$ cat config.mk
export PLATFORM = sky130hd
export DESIGN_NAME = regfile_writeback
export DESIGN_NICKNAME = d
export VERILOG_FILES = /design/src/rtl/regfile_writeback.sv
export SDC_FILE = /design/constraint.sdc
export NUM_CORES = 1
export LEC_CHECK = 0
export BUFFER_PORTS_ARGS = -buffer_cell sky130_fd_sc_hd__buf_4
export CAP_MARGIN = 20
export CORE_AREA = 5 5 125 103
export DETAILED_ROUTE_END_ITERATION = 16
export DIE_AREA = 0 0 130 108
export GPL_TIMING_DRIVEN = 1
export MAX_ROUTING_LAYER = met4
export PLACE_DENSITY = 0.57
export SYNTH_ARGS = -nofsm -noshare
export SYNTH_HDL_FRONTEND = slang
export SYNTH_SLANG_ARGS = --single-unit
$ cat constraint.sdc
create_clock -name clk -period 3.9 [get_ports clk]
set_input_delay 0.195 -clock clk [delete_from_list [all_inputs] [get_ports clk]]
set_output_delay 0.195 -clock clk [all_outputs]
set_load 0.02 [all_outputs]
$ cat src/rtl/regfile_writeback.sv
`default_nettype none
// +--------------------------------------------------------------------------+
// | regfile_writeback: arbitrates EXU/LSU results into one RF write per cycle |
// | Revision: 1.0                                                            |
// +--------------------------------------------------------------------------+
module regfile_writeback #(
  parameter int ADDR_WIDTH   = 5,
  parameter int DATA_WIDTH   = 32,
  parameter int STARVE_LIMIT = 4,
  parameter int CNT_WIDTH    = 32
) (
  input  logic                  clk,
  input  logic                  rst_n,
  input  logic                  i_exu_valid,
  output logic                  o_exu_ready,
  input  logic [ADDR_WIDTH-1:0] i_exu_rd,
  input  logic [DATA_WIDTH-1:0] i_exu_data,
  input  logic                  i_lsu_valid,
  output logic                  o_lsu_ready,
  input  logic [ADDR_WIDTH-1:0] i_lsu_rd,
  input  logic [DATA_WIDTH-1:0] i_lsu_rdata,
  input  logic [2:0]            i_lsu_funct3,
  input  logic [1:0]            i_lsu_addr_lo,
  output logic                  o_rf_wen,
  output logic [ADDR_WIDTH-1:0] o_rf_waddr,
  output logic [DATA_WIDTH-1:0] o_rf_wdata,
  output logic                  o_retire_valid,
  output logic                  o_misalign_err,
  output logic [CNT_WIDTH-1:0]  o_retire_cnt
);

  localparam int c_SW = $clog2(STARVE_LIMIT + 1);
  localparam logic [c_SW-1:0]      c_STARVE_MAX = c_SW'(STARVE_LIMIT);
  localparam logic [c_SW-1:0]      c_STARVE_ONE = c_SW'(1);
  localparam logic [CNT_WIDTH-1:0] c_CNT_ONE    = CNT_WIDTH'(1);
  localparam logic [2:0] c_F3_LB  = 3'b000;
  localparam logic [2:0] c_F3_LH  = 3'b001;
  localparam logic [2:0] c_F3_LW  = 3'b010;
  localparam logic [2:0] c_F3_LBU = 3'b100;
  localparam logic [2:0] c_F3_LHU = 3'b101;

  logic [c_SW-1:0]       r_starve;
  logic                  r_wen;
  logic [ADDR_WIDTH-1:0] r_waddr;
  logic [DATA_WIDTH-1:0] r_wdata;
  logic                  r_retire;
  logic                  r_misalign;
  logic [CNT_WIDTH-1:0]  r_cnt;

  logic                  w_grant_exu;
  logic                  w_grant_lsu;
  logic                  w_xfer;
  logic [7:0]            w_byte;
  logic [15:0]           w_half;
  logic [DATA_WIDTH-1:0] w_load_data;
  logic                  w_load_bad;
  logic [DATA_WIDTH-1:0] w_sel_data;
  logic [ADDR_WIDTH-1:0] w_sel_rd;
  logic                  w_sel_bad;

  // LSU has priority unless EXU is alone or has lost STARVE_LIMIT times in a row.
  assign w_grant_exu = rst_n && i_exu_valid && (!i_lsu_valid || (r_starve == c_STARVE_MAX));
  assign w_grant_lsu = rst_n && i_lsu_valid && !w_grant_exu;
  assign w_xfer      = w_grant_exu || w_grant_lsu;
  assign o_exu_ready = w_grant_exu;
  assign o_lsu_ready = w_grant_lsu;

  always_comb begin
    w_byte      = 8'h00;
    w_half      = i_lsu_addr_lo[1] ? i_lsu_rdata[31:16] : i_lsu_rdata[15:0];
    w_load_data = i_lsu_rdata;
    w_load_bad  = 1'b0;
    case (i_lsu_addr_lo)
      2'd0:    w_byte = i_lsu_rdata[7:0];
      2'd1:    w_byte = i_lsu_rdata[15:8];
      2'd2:    w_byte = i_lsu_rdata[23:16];
      default: w_byte = i_lsu_rdata[31:24];
    endcase
    case (i_lsu_funct3)
      c_F3_LB:  w_load_data = {{(DATA_WIDTH-8){w_byte[7]}}, w_byte};
      c_F3_LBU: w_load_data = {{(DATA_WIDTH-8){1'b0}}, w_byte};
      c_F3_LH: begin
        w_load_data = {{(DATA_WIDTH-16){w_half[15]}}, w_half};
        w_load_bad  = i_lsu_addr_lo[0];
      end
      c_F3_LHU: begin
        w_load_data = {{(DATA_WIDTH-16){1'b0}}, w_half};
        w_load_bad  = i_lsu_addr_lo[0];
      end
      c_F3_LW:  w_load_bad = (i_lsu_addr_lo != 2'b00);
      default:  w_load_bad = 1'b1;
    endcase
  end

  assign w_sel_data = w_grant_exu ? i_exu_data : w_load_data;
  assign w_sel_rd   = w_grant_exu ? i_exu_rd   : i_lsu_rd;
  assign w_sel_bad  = w_grant_lsu && w_load_bad;

  always_ff @(posedge clk) begin
    if (!rst_n) begin
      r_starve <= '0;
    end else if (w_grant_exu) begin
      r_starve <= '0;
    end else if (i_exu_valid && (r_starve != c_STARVE_MAX)) begin
      r_starve <= r_starve + c_STARVE_ONE;
    end
  end

  always_ff @(posedge clk) begin
    if (!rst_n) begin
      r_wen      <= 1'b0;
      r_waddr    <= '0;
      r_wdata    <= '0;
      r_retire   <= 1'b0;
      r_misalign <= 1'b0;
      r_cnt      <= '0;
    end else begin
      r_wen      <= w_xfer && !w_sel_bad && (w_sel_rd != '0);
      r_retire   <= w_xfer;
      r_misalign <= w_sel_bad;
      if (w_xfer) begin
        r_waddr <= w_sel_rd;
        r_wdata <= w_sel_data;
        r_cnt   <= r_cnt + c_CNT_ONE;
      end
    end
  end

  assign o_rf_wen       = r_wen;
  assign o_rf_waddr     = r_waddr;
  assign o_rf_wdata     = r_wdata;
  assign o_retire_valid = r_retire;
  assign o_misalign_err = r_misalign;
  assign o_retire_cnt   = r_cnt;

endmodule
`default_nettype wire

==> results of run 1 <==
path summary, 6_finish.rpt:
check	from	end	slack, ns	cells after the start
worst max-delay path	r_starve[0]	o_exu_ready	1.19	7
worst min register to register	o_rf_wdata[16]	o_rf_wdata[16]	0.46	2
worst max register to register	r_starve[0]	o_rf_wdata[24]	1.42	8
worst min-delay path	i_exu_data[10]	o_rf_wdata[10]	0.09	2
kinds of logic after synthesis:
family | count (synthesis) | share of synthesized area, %
buf+inv | 58 | 6.684
simple gates | 127 | 17.72
mux | 25 | 7.100
flops | 75 | 38.38
compound gates | 160 | 26.93
fa+ha+maj | 3 | 0.9595
xor+xnor | 10 | 2.238
where the power goes:
part	switching [mW]	internal, mW
Combinational	0.188	0.159
Clock	0.316	0.529
Sequential	0.0217	0.803
Total	0.525	1.49
area by class of cell:
type / count / area [um^2] / share of cell area [%]
multi-input cells: 325 / 2155 / 39.57
repair buffers: 162 / 1224 / 22.47
inverters: 20 / 75.07 / 1.379
well taps: 148 / 185.2 / 3.401
flip-flops and latches: 75 / 1501 / 27.57
clock buffers: 12 / 256.5 / 4.710
clock inverters: 4 / 48.80 / 0.8961
flip-flops by register name (all words and copies together) (netlist names):
register        count
o_rf_waddr          5
o_rf_wen            1
o_retire_valid      1
o_misalign_err      1
r_starve            3
o_retire_cnt       32
o_rf_wdata         32
through the flow:
step / total power [mW] / worst slack [ns] / utilization (%) / cells / hold slack [ns]
3_5_place_dp: 1.185 / 1.407 / 44.95 / 728 / 0.4266
4_1_cts: 2.039 / 1.164 / 47.63 / 744 / 0.07597
3_3_place_gp: 1.182 / 1.552 / 44.95 / 728 / 0.4224
5_1_grt: 2.099 / 0.9755 / 47.82 / 746 / 0.07913
2_1_floorplan: 1.013 / 1.745 / - / 458 / 0.3347
6_report: 2.017 / 1.186 / 47.82 / 746 / 0.09189
worst register-to-register path: stages (launching register included):
cell,delay [ns]
dfxtp_1,0.33
inv_1,0.06
ha_1,0.22
a21boi_0,0.35
or2_2,0.52
clkinv_1,0.20
buf_4,0.28
a221oi_1,0.27
o21ai_0,0.13
Yosys cell counts (all sizes together), types with 6 or more instances:
cell    count
o221ai      7
dfxtp      75
or3         6
a21oi      39
xnor2       6
a22oi      14
inv        19
o21ai      48
nor2       17
clkbuf     29
nand2      36
a221oi     16
nand2b      8
mux2i      12
nand3      11
mux2       12
nand4       9
buf         8
o31ai      19
or4        20
layer usage:
metal | part of all wire [%] | up-vias
li1 | - | 1997
met1 | 49 | 1954
met2 | 44 | 130
met3 | 4.8 | 15
met4 | 1.7 | 0
met5 | 0 | -
==> impl_metrics.yaml, run 1 <==
run_status:
  status: "completed"
synthesis:
  synth_area_leaders: "dfxtp_1 38%, o21ai_0 6.1%, a21oi_1 5.0%"
  syn_nets: 544
  synth_flop_cell: "dfxtp_1"
  ys_seq_area_share_pct: 38.38
  synth_top_area_share_pct: 38.38
  yosys.area.top_type: "dfxtp_1"
  synth_cells: 458
  async_flop_share_pct: 0
  synth_area_mm2: 0.003913
  ys_types: 52
  yosys_warnings: 0
  avgSynthCellArea_um2: 8.543
  synth_edf_count: 0
  synth-seq-cells: 75
setup_path:
  cp_top_family: "buffers and inverters"
  path_max_fanout: 31
  slowest_stage: "or2_2"
  crit_chain: "inv_1 > ha_1 > a21boi_0 > or2_2 > clkinv_1 > buf_4 > buf_4"
  worstSetupPathType: "register to primary output"
  cp-start-kind: "register"
  endpoint_kind: "primary output"
  cp.required_ns: 3.70
  worstPathArrival_ns: 2.52
  slowest_delay_ns: 0.52
  cpMostUsedCell: "buf_4"
  worst-path-buf-inv: 4
global_routing:
  antenna_found_initial: 0
  grt_pass1_wl_um: 21110
  gr-total-overflow: 0
  grt-busiest-layer: "met2"
  met1_usage_pct: 27.55
  grt_pass1_vias: 3820
  grt_util_met3_pct: 3.506
  grt_max_degree: 39
  grt_use_total_pct: 19.56
  grt_util_met2_pct: 28.59
drt:
  vias: 4096
  drtAntennaViolNets: 0
  wl_per_cell_um: 18.05
  dr.pass1.iters: 5
  totalWireLength_um: 13470
  viasPerCell: 5.491
  first_iter_violations: 301
  drc: 0
place:
  io_buffers: 156
  dp_hpwl_um: 10040
  placed_area_mm2: 0.005117
  gp_congestion: 0.8590
cells_and_area:
  nNetsFinal: 679
  drive_gt1_share_pct: 33.61
  stdcell_area_mm2: 0.005445
  area_growth_pct: 39.17
  final_common_cell: "buf_4"
  diodes: 0
  fill_cells: 1105
  layout_common_cells: "160 x buf_4, 75 x dfxtp_1, 48 x o21ai_0, 39 x a21oi_1, 36 x nand2_1"
timing:
  fin_crit_sh_pct: 69.59
  tightest_slew_ns: 0.7249
  maxSlewViolCount: 0
  fin_crit_ns: 2.714
  relSlewSlack_pct: 51.53
  grt_setup_unrepaired: "false"
  hold_viol: 0
  setup_tns_ns: 0
  setup_viol: 0
  fmax_mhz: 368.5
  fin_skew_ns: 0.004257
clocking:
  cts_inserted_buffers: 9
  cts_hold_buffers: 0
  cts_sinks: 75
  cts_root_buf: "clkbuf_16"
  clock_latency_ns: 0.33
  post_cts_resized: 0
  clkTransAtPathRegs_ns: 0.06
  h-tree-depth: 3
  cts_setup_buffers: 0
  cts_max_path_buffers: 2
  cts_tree: "built"
floorplanning:
  io-pin-count: 157
  die_h_um: 108
  start_util_pct: 34.36
  die_w_um: 130
  coreArea_mm2: 0.01139
  die-area_mm2: 0.01404
  rows: 35
power_and_ir_drop:
  leakage_nw: 2.216
  peakVddDrop_v: 0.0001801
  powerDensity_mw_per_mm2: 370.4
worst_hold_path:
  min-delay-path-class: "input port to register"
job:
  maxCapViolCount: 0
No activity file was read; power rests on OpenSTA's default activity.
==> run 2: changes to the inputs <==
Settings changed: ABC_AREA set to 1, CORE_AREA 5 5 125 103 to 5 5 130 107, DIE_AREA 0 0 130 108 to 0 0 135 112, PLACE_DENSITY 0.57 to 0.56.
Clock period 3.9 ns to 2.75 ns, I/O delays scaled along.
==> run 2 against run 1 <==
Net effect: hold slack got worse by 0.069 ns; synthesized area rose by 9.1%; die area rose by 7.7%; largest cell class unchanged; largest power group unchanged; clock power rose by 47%; power rose by 49%; worst setup slack got worse by 0.69 ns; count of clock-buffer cells in the layout fell by 2; via count rose by 18%; synthesized cell count rose by 47%.
==> impl_metrics.yaml, run 2 <==
global_routing:
  grt_use_total_pct: 19.49
  gr-total-overflow: 0
  grt_pass1_vias: 4496
  grt_pass1_wl_um: 23180
  grt_max_degree: 36
  antenna_found_initial: 0
drt:
  drtAntennaViolNets: 0
  wl_per_cell_um: 14.63
  first_iter_violations: 337
  viasPerCell: 4.860
  drc: 0
  vias: 4850
  dr.pass1.iters: 7
  totalWireLength_um: 14600
power_and_ir_drop:
  power.total_mw: 3.009
  leakage_nw: 2.793
  peakVddDrop_v: 0.0003265
  powerDensity_mw_per_mm2: 513.9
timing:
  hold_viol: 0
  setup_tns_ns: 0
  setup_viol: 0
  grt_setup_unrepaired: "false"
  fin_crit_ns: 2.252
  fin_crit_sh_pct: 81.88
  whs_ns: 0.02310
  relSlewSlack_pct: 55.85
  tightest_slew_ns: 0.6607
  setup_ws_ns: 0.4983
  maxSlewViolCount: 0
  fmax_mhz: 444.1
  fin_skew_ns: 0.006575
place:
  placed_area_mm2: 0.005544
  dp_hpwl_um: 11140
  io_buffers: 156
  gp_congestion: 0.9929
  dp_slack_ns: 0.6897
synthesis:
  ys_types: 34
  synth_area_mm2: 0.004270
  syn_nets: 760
  synth_cells: 674
  synth_commonest_cells: "212 x nand2_1, 75 x dfxtp_1, 67 x inv_1, 61 x nor2_1, 58 x nand3_1"
  synth-seq-cells: 75
  synth_flop_cell: "dfxtp_1"
  async_flop_share_pct: 0
  synth_top_area_share_pct: 35.16
  ys_seq_area_share_pct: 35.16
  synth_edf_count: 0
  yosys_warnings: 0
  avgSynthCellArea_um2: 6.336
  synth.most_common_cell: "nand2_1"
  yosys.area.top_type: "dfxtp_1"
  synth_area_leaders: "dfxtp_1 35%, nand2_1 19%, nand3_1 6.8%"
setup_path:
  path_max_fanout: 25
  endpoint_kind: "primary output"
  worstSetupPathType: "register to primary output"
  worstReg2RegEnd: "o_rf_wdata[6]"
  cp.required_ns: 2.61
  rrSetupSlack_ns: 0.72
  reg2reg_depth: 10
  r2r_start: "r_starve[0]"
  cp-start-kind: "register"
  worstPathArrival_ns: 2.11
clocking:
  clkTransAtPathRegs_ns: 0.07
  cts_root_buf: "clkbuf_16"
  cts_hold_buffers: 0
  clock_latency_ns: 0.33
  cts_tree: "built"
  h-tree-depth: 3
  cts_max_path_buffers: 2
  cts_setup_buffers: 0
  cts_sinks: 75
  post_cts_resized: 0
  cts_inserted_buffers: 9
cells_and_area:
  layout_common_cells: "212 x nand2_1, 159 x buf_4, 75 x dfxtp_1, 67 x inv_1, 61 x nor2_1"
  drive_gt1_share_pct: 26.12
  diodes: 0
  area_growth_pct: 37.09
  stdcell_area_mm2: 0.005854
  final_common_cell: "nand2_1"
  nNetsFinal: 904
floorplanning:
  io-pin-count: 157
  start_util_pct: 34.04
  rows: 37
  die_h_um: 112
  die_w_um: 135
  coreArea_mm2: 0.01255
  die-area_mm2: 0.01512
worst_hold_path:
  whs_endpoint: "o_rf_wdata[5]"
  hp-start: "i_exu_data[5]"
  holdPathStages: 3
  min-delay-path-class: "input port to register"
job:
  maxCapViolCount: 0
run_status:
  status: "completed"
[run 2: final cells by class]
cell class,count,area [um^2]
well taps,175,219.0
clock inverters,6,71.32
flip-flops and latches,75,1501
multi-input cells,502,2361
inverters,71,269.0
repair buffers,159,1194
fillers,1314,6691
clock buffers,10,239.0
[run 2: stage by stage]
step / util (%) / std cells
after global placement: 44.19 / 982
after CTS: 46.66 / 998
after global routing: 46.66 / 998
final: 46.66 / 998
after detailed placement: 44.19 / 982
after floorplan: - / 674
[run 2: where the power goes]
part / switching (mW) / total (mW) / internal [mW]
Clock: 0.505 / 1.24 / 0.736
Sequential: 0.0496 / 1.20 / 1.15
Combinational: 0.320 / 0.565 / 0.246
[run 2: critical path, stage by stage (launching register included)]
cell and delay, ns:
dfxtp_1 0.33, inv_1 0.07, ha_1 0.14, nand2_1 0.07, nand2_1 0.08, nand2_2 0.29
nor2_8 0.31, buf_4 0.30, buf_4 0.19
[run 2: worst max path at each step]
stage,cells past startpoint,end,slack (ns),from
floorplan,8,o_retire_cnt[14],1.21,o_retire_cnt[0]
global placement,10,o_rf_wdata[8],0.77,r_starve[0]
detailed placement,10,o_rf_wdata[6],0.69,r_starve[0]
CTS,8,o_exu_ready,0.48,r_starve[0]
global route,8,o_exu_ready,0.30,r_starve[0]
finish,8,o_exu_ready,0.50,r_starve[0]
[run 2: kinds of logic after synthesis]
group | after synthesis | share of synthesized area (%)
AND/OR/NAND/NOR | 393 | 40.79
XOR/XNOR | 4 | 0.8205
AO/OA/AOI/OAI | 102 | 12.80
adder cells (fa/ha/maj) | 3 | 0.8791
flip-flops | 75 | 35.16
buffers and inverters | 97 | 9.552
[run 2: metal layers]
metal | up-vias | share of wire [%] | global-route usage, %
met1 | 2191 | 48 | 26.66
met4 | 0 | 2.0 | 5.641
li1 | 2472 | - | -
met2 | 166 | 44 | 29.29
met3 | 21 | 5.6 | 3.794
met5 | - | 0 | -
